$ cat src/rtl/sys_cfg_bram_master.sv
// Command-to-BRAM-port initiator for the system register block.
// Define SYS_CFG_MST_WR_VERIFY_EN to read back and check every bus write.
module sys_cfg_bram_master #(
    parameter int ADDR_WIDTH = 32,
    parameter int DATA_WIDTH = 32,
    parameter int BYTE_NUM   = 4,
    parameter int RD_LATENCY = 1
) (
    input  logic                  clk,
    input  logic                  rstn,
    input  logic                  cmd_valid,
    output logic                  cmd_ready,
    input  logic                  cmd_wr,
    input  logic [ADDR_WIDTH-1:0] cmd_addr,
    input  logic [DATA_WIDTH-1:0] cmd_wdata,
    input  logic [BYTE_NUM-1:0]   cmd_wstrb,
    output logic                  rsp_valid,
    input  logic                  rsp_ready,
    output logic [DATA_WIDTH-1:0] rsp_rdata,
    output logic                  rsp_err,
    output logic                  bram_en,
    output logic [BYTE_NUM-1:0]   bram_we,
    output logic [ADDR_WIDTH-1:0] bram_addr,
    output logic [DATA_WIDTH-1:0] bram_din,
    input  logic [DATA_WIDTH-1:0] bram_dout
);

    localparam logic [ADDR_WIDTH-1:0] ALIGN_MASK = ADDR_WIDTH'(BYTE_NUM - 1);
    localparam logic [1:0]            CNT_LAST   = 2'(RD_LATENCY - 1);

    typedef enum logic [2:0] {
        S_IDLE,
        S_WR,
        S_RD,
        S_RWAIT,
        S_RSP
    } state_t;

    state_t state;
    state_t state_d;

    logic [1:0] cnt;
    logic       cnt_done;
    logic       accept;
    logic       unaligned;

    logic                  cmd_ready_d;
    logic                  rsp_valid_d;
    logic                  bram_en_d;
    logic [BYTE_NUM-1:0]   bram_we_d;
    logic [ADDR_WIDTH-1:0] bram_addr_d;
    logic [DATA_WIDTH-1:0] bram_din_d;

    assign accept    = cmd_valid && cmd_ready;
    assign unaligned = |(cmd_addr & ALIGN_MASK);
    assign cnt_done  = (cnt == CNT_LAST);

`ifdef SYS_CFG_MST_WR_VERIFY_EN
    logic                  wr_q;
    logic [DATA_WIDTH-1:0] wdata_q;
    logic [BYTE_NUM-1:0]   wstrb_q;
    logic [DATA_WIDTH-1:0] vmask;
    logic                  verify_bad;

    always_comb begin
        vmask = '0;
        for (int b = 0; b < BYTE_NUM; b++) begin
            vmask[8*b +: 8] = {8{wstrb_q[b]}};
        end
    end

    assign verify_bad = wr_q && (|((bram_dout ^ wdata_q) & vmask));

    always_ff @(posedge clk or negedge rstn) begin
        if (!rstn) begin
            wr_q    <= 1'b0;
            wdata_q <= '0;
            wstrb_q <= '0;
        end else if (accept) begin
            wr_q    <= cmd_wr;
            wdata_q <= cmd_wdata;
            wstrb_q <= cmd_wstrb;
        end
    end
`endif

    // State register; every output is registered from the next state.
    always_ff @(posedge clk or negedge rstn) begin
        if (!rstn) begin
            state     <= S_IDLE;
            cmd_ready <= 1'b0;
            rsp_valid <= 1'b0;
            bram_en   <= 1'b0;
            bram_we   <= '0;
            bram_addr <= '0;
            bram_din  <= '0;
        end else begin
            state     <= state_d;
            cmd_ready <= cmd_ready_d;
            rsp_valid <= rsp_valid_d;
            bram_en   <= bram_en_d;
            bram_we   <= bram_we_d;
            bram_addr <= bram_addr_d;
            bram_din  <= bram_din_d;
        end
    end

    always_comb begin
        state_d = state;
        unique case (state)
            S_IDLE: begin
                if (accept) begin
                    if (unaligned) begin
                        state_d = S_RSP;
                    end else if (cmd_wr) begin
                        state_d = (cmd_wstrb == '0) ? S_RSP : S_WR;
                    end else begin
                        state_d = S_RD;
                    end
                end
            end
`ifdef SYS_CFG_MST_WR_VERIFY_EN
            S_WR:    state_d = S_RD;
`else
            S_WR:    state_d = S_RSP;
`endif
            S_RD:    state_d = S_RWAIT;
            S_RWAIT: if (cnt_done) state_d = S_RSP;
            S_RSP:   if (rsp_ready) state_d = S_IDLE;
            default: state_d = S_IDLE;
        endcase
    end

    // WR is only reached from IDLE, so command fields feed the bus directly.
    always_comb begin
        cmd_ready_d = (state_d == S_IDLE);
        rsp_valid_d = (state_d == S_RSP);
        bram_en_d   = (state_d == S_WR) || (state_d == S_RD);
        bram_we_d   = '0;
        bram_addr_d = bram_addr;
        bram_din_d  = bram_din;
        if ((state == S_IDLE) && bram_en_d) begin
            bram_addr_d = cmd_addr;
            if (cmd_wr) begin
                bram_din_d = cmd_wdata;
            end
        end
        if (state_d == S_WR) begin
            bram_we_d = cmd_wstrb;
        end
    end

    always_ff @(posedge clk or negedge rstn) begin
        if (!rstn) begin
            cnt       <= '0;
            rsp_rdata <= '0;
            rsp_err   <= 1'b0;
        end else begin
            if (accept) begin
                rsp_rdata <= '0;
                rsp_err   <= unaligned;
            end
            if (state == S_RD) begin
                cnt <= '0;
            end else if (state == S_RWAIT) begin
                cnt <= cnt + 2'd1;
            end
            if ((state == S_RWAIT) && cnt_done) begin
                rsp_rdata <= bram_dout;
`ifdef SYS_CFG_MST_WR_VERIFY_EN
                rsp_err   <= verify_bad;
`endif
            end
        end
    end

endmodule

$ cat config.mk
export PLATFORM = sky130hd
export DESIGN_NAME = sys_cfg_bram_master
export DESIGN_NICKNAME = d
export VERILOG_FILES = /design/src/rtl/sys_cfg_bram_master.sv
export SDC_FILE = /design/constraint.sdc
export NUM_CORES = 1
export LEC_CHECK = 0
export ABC_AREA = 0
export CAP_MARGIN = 20
export CORE_MARGIN = 2
export CORE_UTILIZATION = 37
export CTS_CLUSTER_SIZE = 20
export DETAILED_ROUTE_END_ITERATION = 10
export PLACE_DENSITY_LB_ADDON = 0.15
export SLEW_MARGIN = 20
export SYNTH_ARGS = -nofsm -noshare
export SYNTH_HDL_FRONTEND = slang
export SYNTH_SLANG_ARGS = --single-unit
$ cat constraint.sdc
create_clock -name clk -period 1.8 [get_ports clk]
set_input_delay 0.54 -clock clk [delete_from_list [all_inputs] [get_ports clk]]
set_output_delay 0.54 -clock clk [all_outputs]
set_load 0.02 [all_outputs]
; ---- Yosys cells after proc, flatten, opt, wreduce, memory -nomap -nowiden
; Cells that the tools add are included.
[totals]
ff_bits = 109
in_bits = 105
output_inout_bits = 104
word_cells = 42
[op_classes]
addsub = 1
n_eq_ne = 7
mux = 12
reduce_logical = 12
[op_table]
columns = op, n
row1 = 32-bit two-way mux, 2
row2 = 3-bit two-way mux, 6
row3 = 3-bit case mux with 5 select lines, 1
row4 = "3-bit by 2-bit equality test with 1-bit output, second input constant", 3
row5 = "3-bit by 1-bit equality test with 1-bit output, second input constant", 2
row6 = "3-bit equality test, second input constant", 2
row7 = 3-bit logical NOT, 2
row8 = 4-bit logical NOT, 1
row9 = 2-bit two-way mux, 2
row10 = 4-bit two-way mux, 1
row11 = 2-bit nonzero test, 2
row12 = 1-bit logical AND, 3
row13 = "2-bit by 1-bit adder with 2-bit output, second input constant", 1
row14 = 2-bit logical NOT, 1
row15 = 2-bit AND reduction, 1
row16 = 2-bit OR reduction, 1
row17 = 1-bit logical OR, 1

; ---- Depth between registers and ports, before layout
[depth]
word_depth = 10
depth_mapped = 7
mapped_depth_nobuf = 5

; ---- Least setup slack after synthesis
; No wires, ideal clock.
[synth_path]
path_type = input port to flip-flop
start = in cmd_valid
end = reg bram_addr[24]
setup_ns = 0.125
arrival_time_ns = 1.857
required_ns = 1.675
path_slack_ns = -0.181
cell_stages = 6
n_path_buf = 2
path_cell_list = nand2_2 > or4_1 > nand2b_1 > buf_2 > buf_2 > mux2_2
[synth_between]
elab_chain_cells = 6
word_cells_on_any_way = 7
cone_classes = eq/ne (2) / mux (2) / reduce/logical (3)
[synth_lines]
columns = item, line_no
row1 = from (decl), 11  ; input logic cmd_valid,
row2 = 1-bit logical AND *, 54  ; assign accept = cmd_valid && cmd_ready;
row3 = 3-bit two-way mux *, 112  ; if (accept) begin
row4 = 3-bit case mux with 5 select lines *, 110  ; unique case (state)
row5 = 3-bit by 1-bit equality test with 1-bit output / 3-bit by 2-bit equality test with 1-bit output (equally long branches), 138  ; bram_en_d = (state_d == S_WR) || (state_d == S_RD);
row6 = 1-bit logical OR *, 138
row7 = 1-bit logical AND *, 142  ; if ((state == S_IDLE) && bram_en_d) begin
row8 = to (signal assigned), 103  ; bram_addr <= bram_addr_d;
row9 = to (decl), 23  ; output logic [ADDR_WIDTH-1:0] bram_addr,
; Every way passes the cells marked *; elsewhere a longest branch is shown, timed or not.
; A chain may end at the register's enable or synchronous reset.

; ---- Worst setup path after layout
[layout_path]
start = reg state[2]
end = reg bram_din[2]
[layout_between]
elab_chain_cells = 6
word_cells_on_any_way = 14
cone_classes = eq/ne (6) / mux (4) / reduce/logical (4)
[layout_lines]
columns = item, line_no
row1 = from (decl), 39  ; state_t state;
row2 = from (signal assigned), 98  ; state <= state_d;
row3 = 3-bit equality test (tied with other cells), 110
row4 = 3-bit case mux with 5 select lines, 110
row5 = 3-bit by 1-bit equality test with 1-bit output / 3-bit by 2-bit equality test with 1-bit output (equally long branches), 138
row6 = 1-bit logical OR, 138
row7 = 1-bit logical AND *, 142
row8 = 2-bit AND reduction (no source line) *, --
row9 = to (signal assigned), 104  ; bram_din <= bram_din_d;
row10 = to (decl), 24  ; output logic [DATA_WIDTH-1:0] bram_din,
; Marks and branches as above.

==> results.toml <==
[placement]
gp_congestion = 0.726
io_buffers = 208
place_area_mm2 = 0.00669
dpl.hpwl_mm = 7.72

[yosys]
yosysWarnings = 0
netlist_area_mm2 = 0.00430
synth_nets = 430
synth-seq-area-share = 0.634
synth_cell_types = 25
avgSynthCellArea_um2 = 13.3
postSynthCellCount = 324
synth_seq_cells = 109

[final_layout]
final_area_mm2 = 0.00714
layout.nets = 664
final_common_cell = "dfrtp_1"
final_cell_mix = "108 x dfrtp_1, 107 x dlygate4sd2_1, 98 x clkdlybuf4s50_1"
syn_to_final_growth_pct = 66.0
antenna_cells = 0
drive_gt1_frac = 0.218

[worst_setup_path]
cp-end-kind = "flop"
path_delay_family = "simple AND/OR/NAND/NOR gates"
reg2reg_from = "state[2]"
r2r_end = "bram_din[2]"
path_buf_inv = 2
crit_chain = "or4b_4, nor4_4, nand2b_4, buf_4, clkbuf_16, mux2_4"
start_kind = "flop"
critical_path.max_stage_delay_ns = 0.56
cp_max_fo = 4
reg2reg_slack_ns = -0.23
reg2regPathDepth = 6
worstPathRequired_ns = 2.03
worst-path-stages = 6
crit_type = "flop to flop"
cp.arrival_ns = 2.25
critPathSlowestCell = "or4b_4"

[route]
avgViaCountPerCell = 4.65
drtAntennaViolNets = 0
dr.pass1.iters = 4
num_vias = 3286
drt_wl_total_mm = 11.4
routedWlPerCell_um = 16.1
drt_iter0_drc = 141
drc = 0

[timing]
setup_violations = 35
slew_headroom = 0.761
whs_ns = 0.0908
fin_skew_ns = 0.00846
final_hold_viol_count = 0
tightest_slew_ns = 0.359
fmax_mhz = 493
period_minus_slack_ns = 2.03
fin_crit_sh = 1.13
worst_slack_ns = -0.227
rsz0062_at_grt = "true"
drv_slew = 0

[clock_network]
h-tree-depth = 3
clock_path_buffers = 2
clkTransAtPathRegs_ns = 0.07
cts-buffers-inserted = 9
clock-sinks = 109
cts-root-buf = "clkbuf_16"
cts_tree = "done"
clk_latency_ns = 0.35

[pwr]
p_leak_nw = 3.59
max-vdd-ir-drop_mv = 1.18
power.density_mw_per_mm2 = 1380

[floorplan]
ios = 209
dieArea_mm2 = 0.0125
start_util = 0.378
core_area_mm2 = 0.0114
chipWidth_um = 112
rows = 39
fp.dieH_um = 112

[global_routing]
grtUsageMet2 = 0.297
use_met1 = 0.238
grt.overflow.total = 0
antenna_found_initial = 0
first_global_vias = 3444
top_usage_layer = "met2"
grt_util_met3 = 0.0768
grt_start_max_net_pins = 65
grt_pass1_wl_mm = 18.3
track_usage = 0.185

[outcome]
violations = "negative setup slack"
status = "finished, violations left"

[run]
max_cap_viol_count = 0

[hold_path]
worstHoldPathType = "input port to async pin"
-- cells in the mapped netlist --
cell / instances / area [um2]
dfrtp_1: 109 / 2730
nand2_1: 70 / 263
o21ai_0: 37 / 185
mux2_2: 33 / 372
mux2_4: 29 / 435
clkbuf_1: 10 / 37.5
and2_1: 6 / 37.5
buf_6: 6 / 67.6
nand2b_1: 4 / 25.0
inv_1: 3 / 11.3
and3_1: 2 / 12.5
buf_2: 2 / 10.0
a21boi_0: 1 / 7.51
a21o_1: 1 / 7.51
a21oi_1: 1 / 5.00
ha_1: 1 / 12.5
nand2_2: 1 / 6.26
nor2_1: 1 / 3.75
nor2b_1: 1 / 6.26
nor4_1: 1 / 6.26
nor4_4: 1 / 21.3
nor4b_1: 1 / 8.76
o41ai_1: 1 / 8.76
or4_1: 1 / 7.51
or4b_4: 1 / 13.8
-- worst register-to-register path, stage by stage, from the launching register on --
cell       delay, ns
dfrtp_1         0.40
or4b_4          0.56
nor4_4          0.23
nand2b_4        0.12
buf_4           0.17
clkbuf_16       0.15
mux2_4          0.29
-- per-stage QoR --
step	cells	power, W	TNS [ns]	setup WS (ns)	util
floorplan	324	0.00583	-8.68	-0.164	-
global placement	677	0.00795	-46.22	-0.628	0.588
detailed placement	677	0.00805	-48.58	-0.669	0.588
CTS	705	0.00997	-7.79	-0.209	0.633
global route	706	0.0104	-7.51	-0.266	0.628
finish	706	0.00984	-5.63	-0.227	0.628
-- cell type report --
class	count	area (um2)
clock inverters	3	90.1
well taps	143	179
inverters	3	11.3
multi-input cells	194	1510
flip-flops and latches	109	2730
clock buffers	13	270
repair buffers	241	2340
fillers	919	4230
-- metal layers --
layer | vias to the layer above | wire, um
li1 | 1550 | -
met1 | 1591 | 4970
met2 | 136 | 5400
met3 | 9 | 949
met4 | 0 | 74
met5 | - | 0
-- repair_timing --
action	in CTS	in global routing
gates cloned	6	1
hold buffers	0	0
setup endpoints to repair	169	63
pin swaps	2	0
resized for setup	126	9
buffers inserted	7	7
-- cell families after synthesis --
kind of cell | after synthesis | share of synthesized area
fa+ha+maj | 1 | 0.00291
buf+inv | 21 | 0.0294
simple gates | 90 | 0.0958
mux | 62 | 0.188
compound gates | 41 | 0.0498
flops | 109 | 0.634
-- where the power goes --
group,switching (W),internal (W),leakage [nW]
clock,0.000854,0.00148,0.176
sequential,0.000426,0.00326,1.41
combinational,0.00189,0.00193,2.00
total,0.00317,0.00667,3.59
-- worst max-delay path by stage --
stage                        start  slack [ns]           end
after floorplan             cmd_wr       -0.16  bram_din[10]
after global placement      cmd_wr       -0.63  bram_din[24]
after detailed placement    cmd_wr       -0.67  bram_din[13]
after CTS                 state[2]       -0.21   bram_din[5]
after global routing      state[2]       -0.27   bram_din[2]
final                     state[2]       -0.23   bram_din[2]
-- registers in the layout (all words and copies together) (netlist names) --
name,cells
rsp_valid,1
rsp_err,1
bram_din,32
bram_en,1
bram_addr,32
state,3
bram_we,4
rsp_rdata,32
cnt,2
cmd_ready,1
Note: power is estimated with default switching activity, not from simulation.
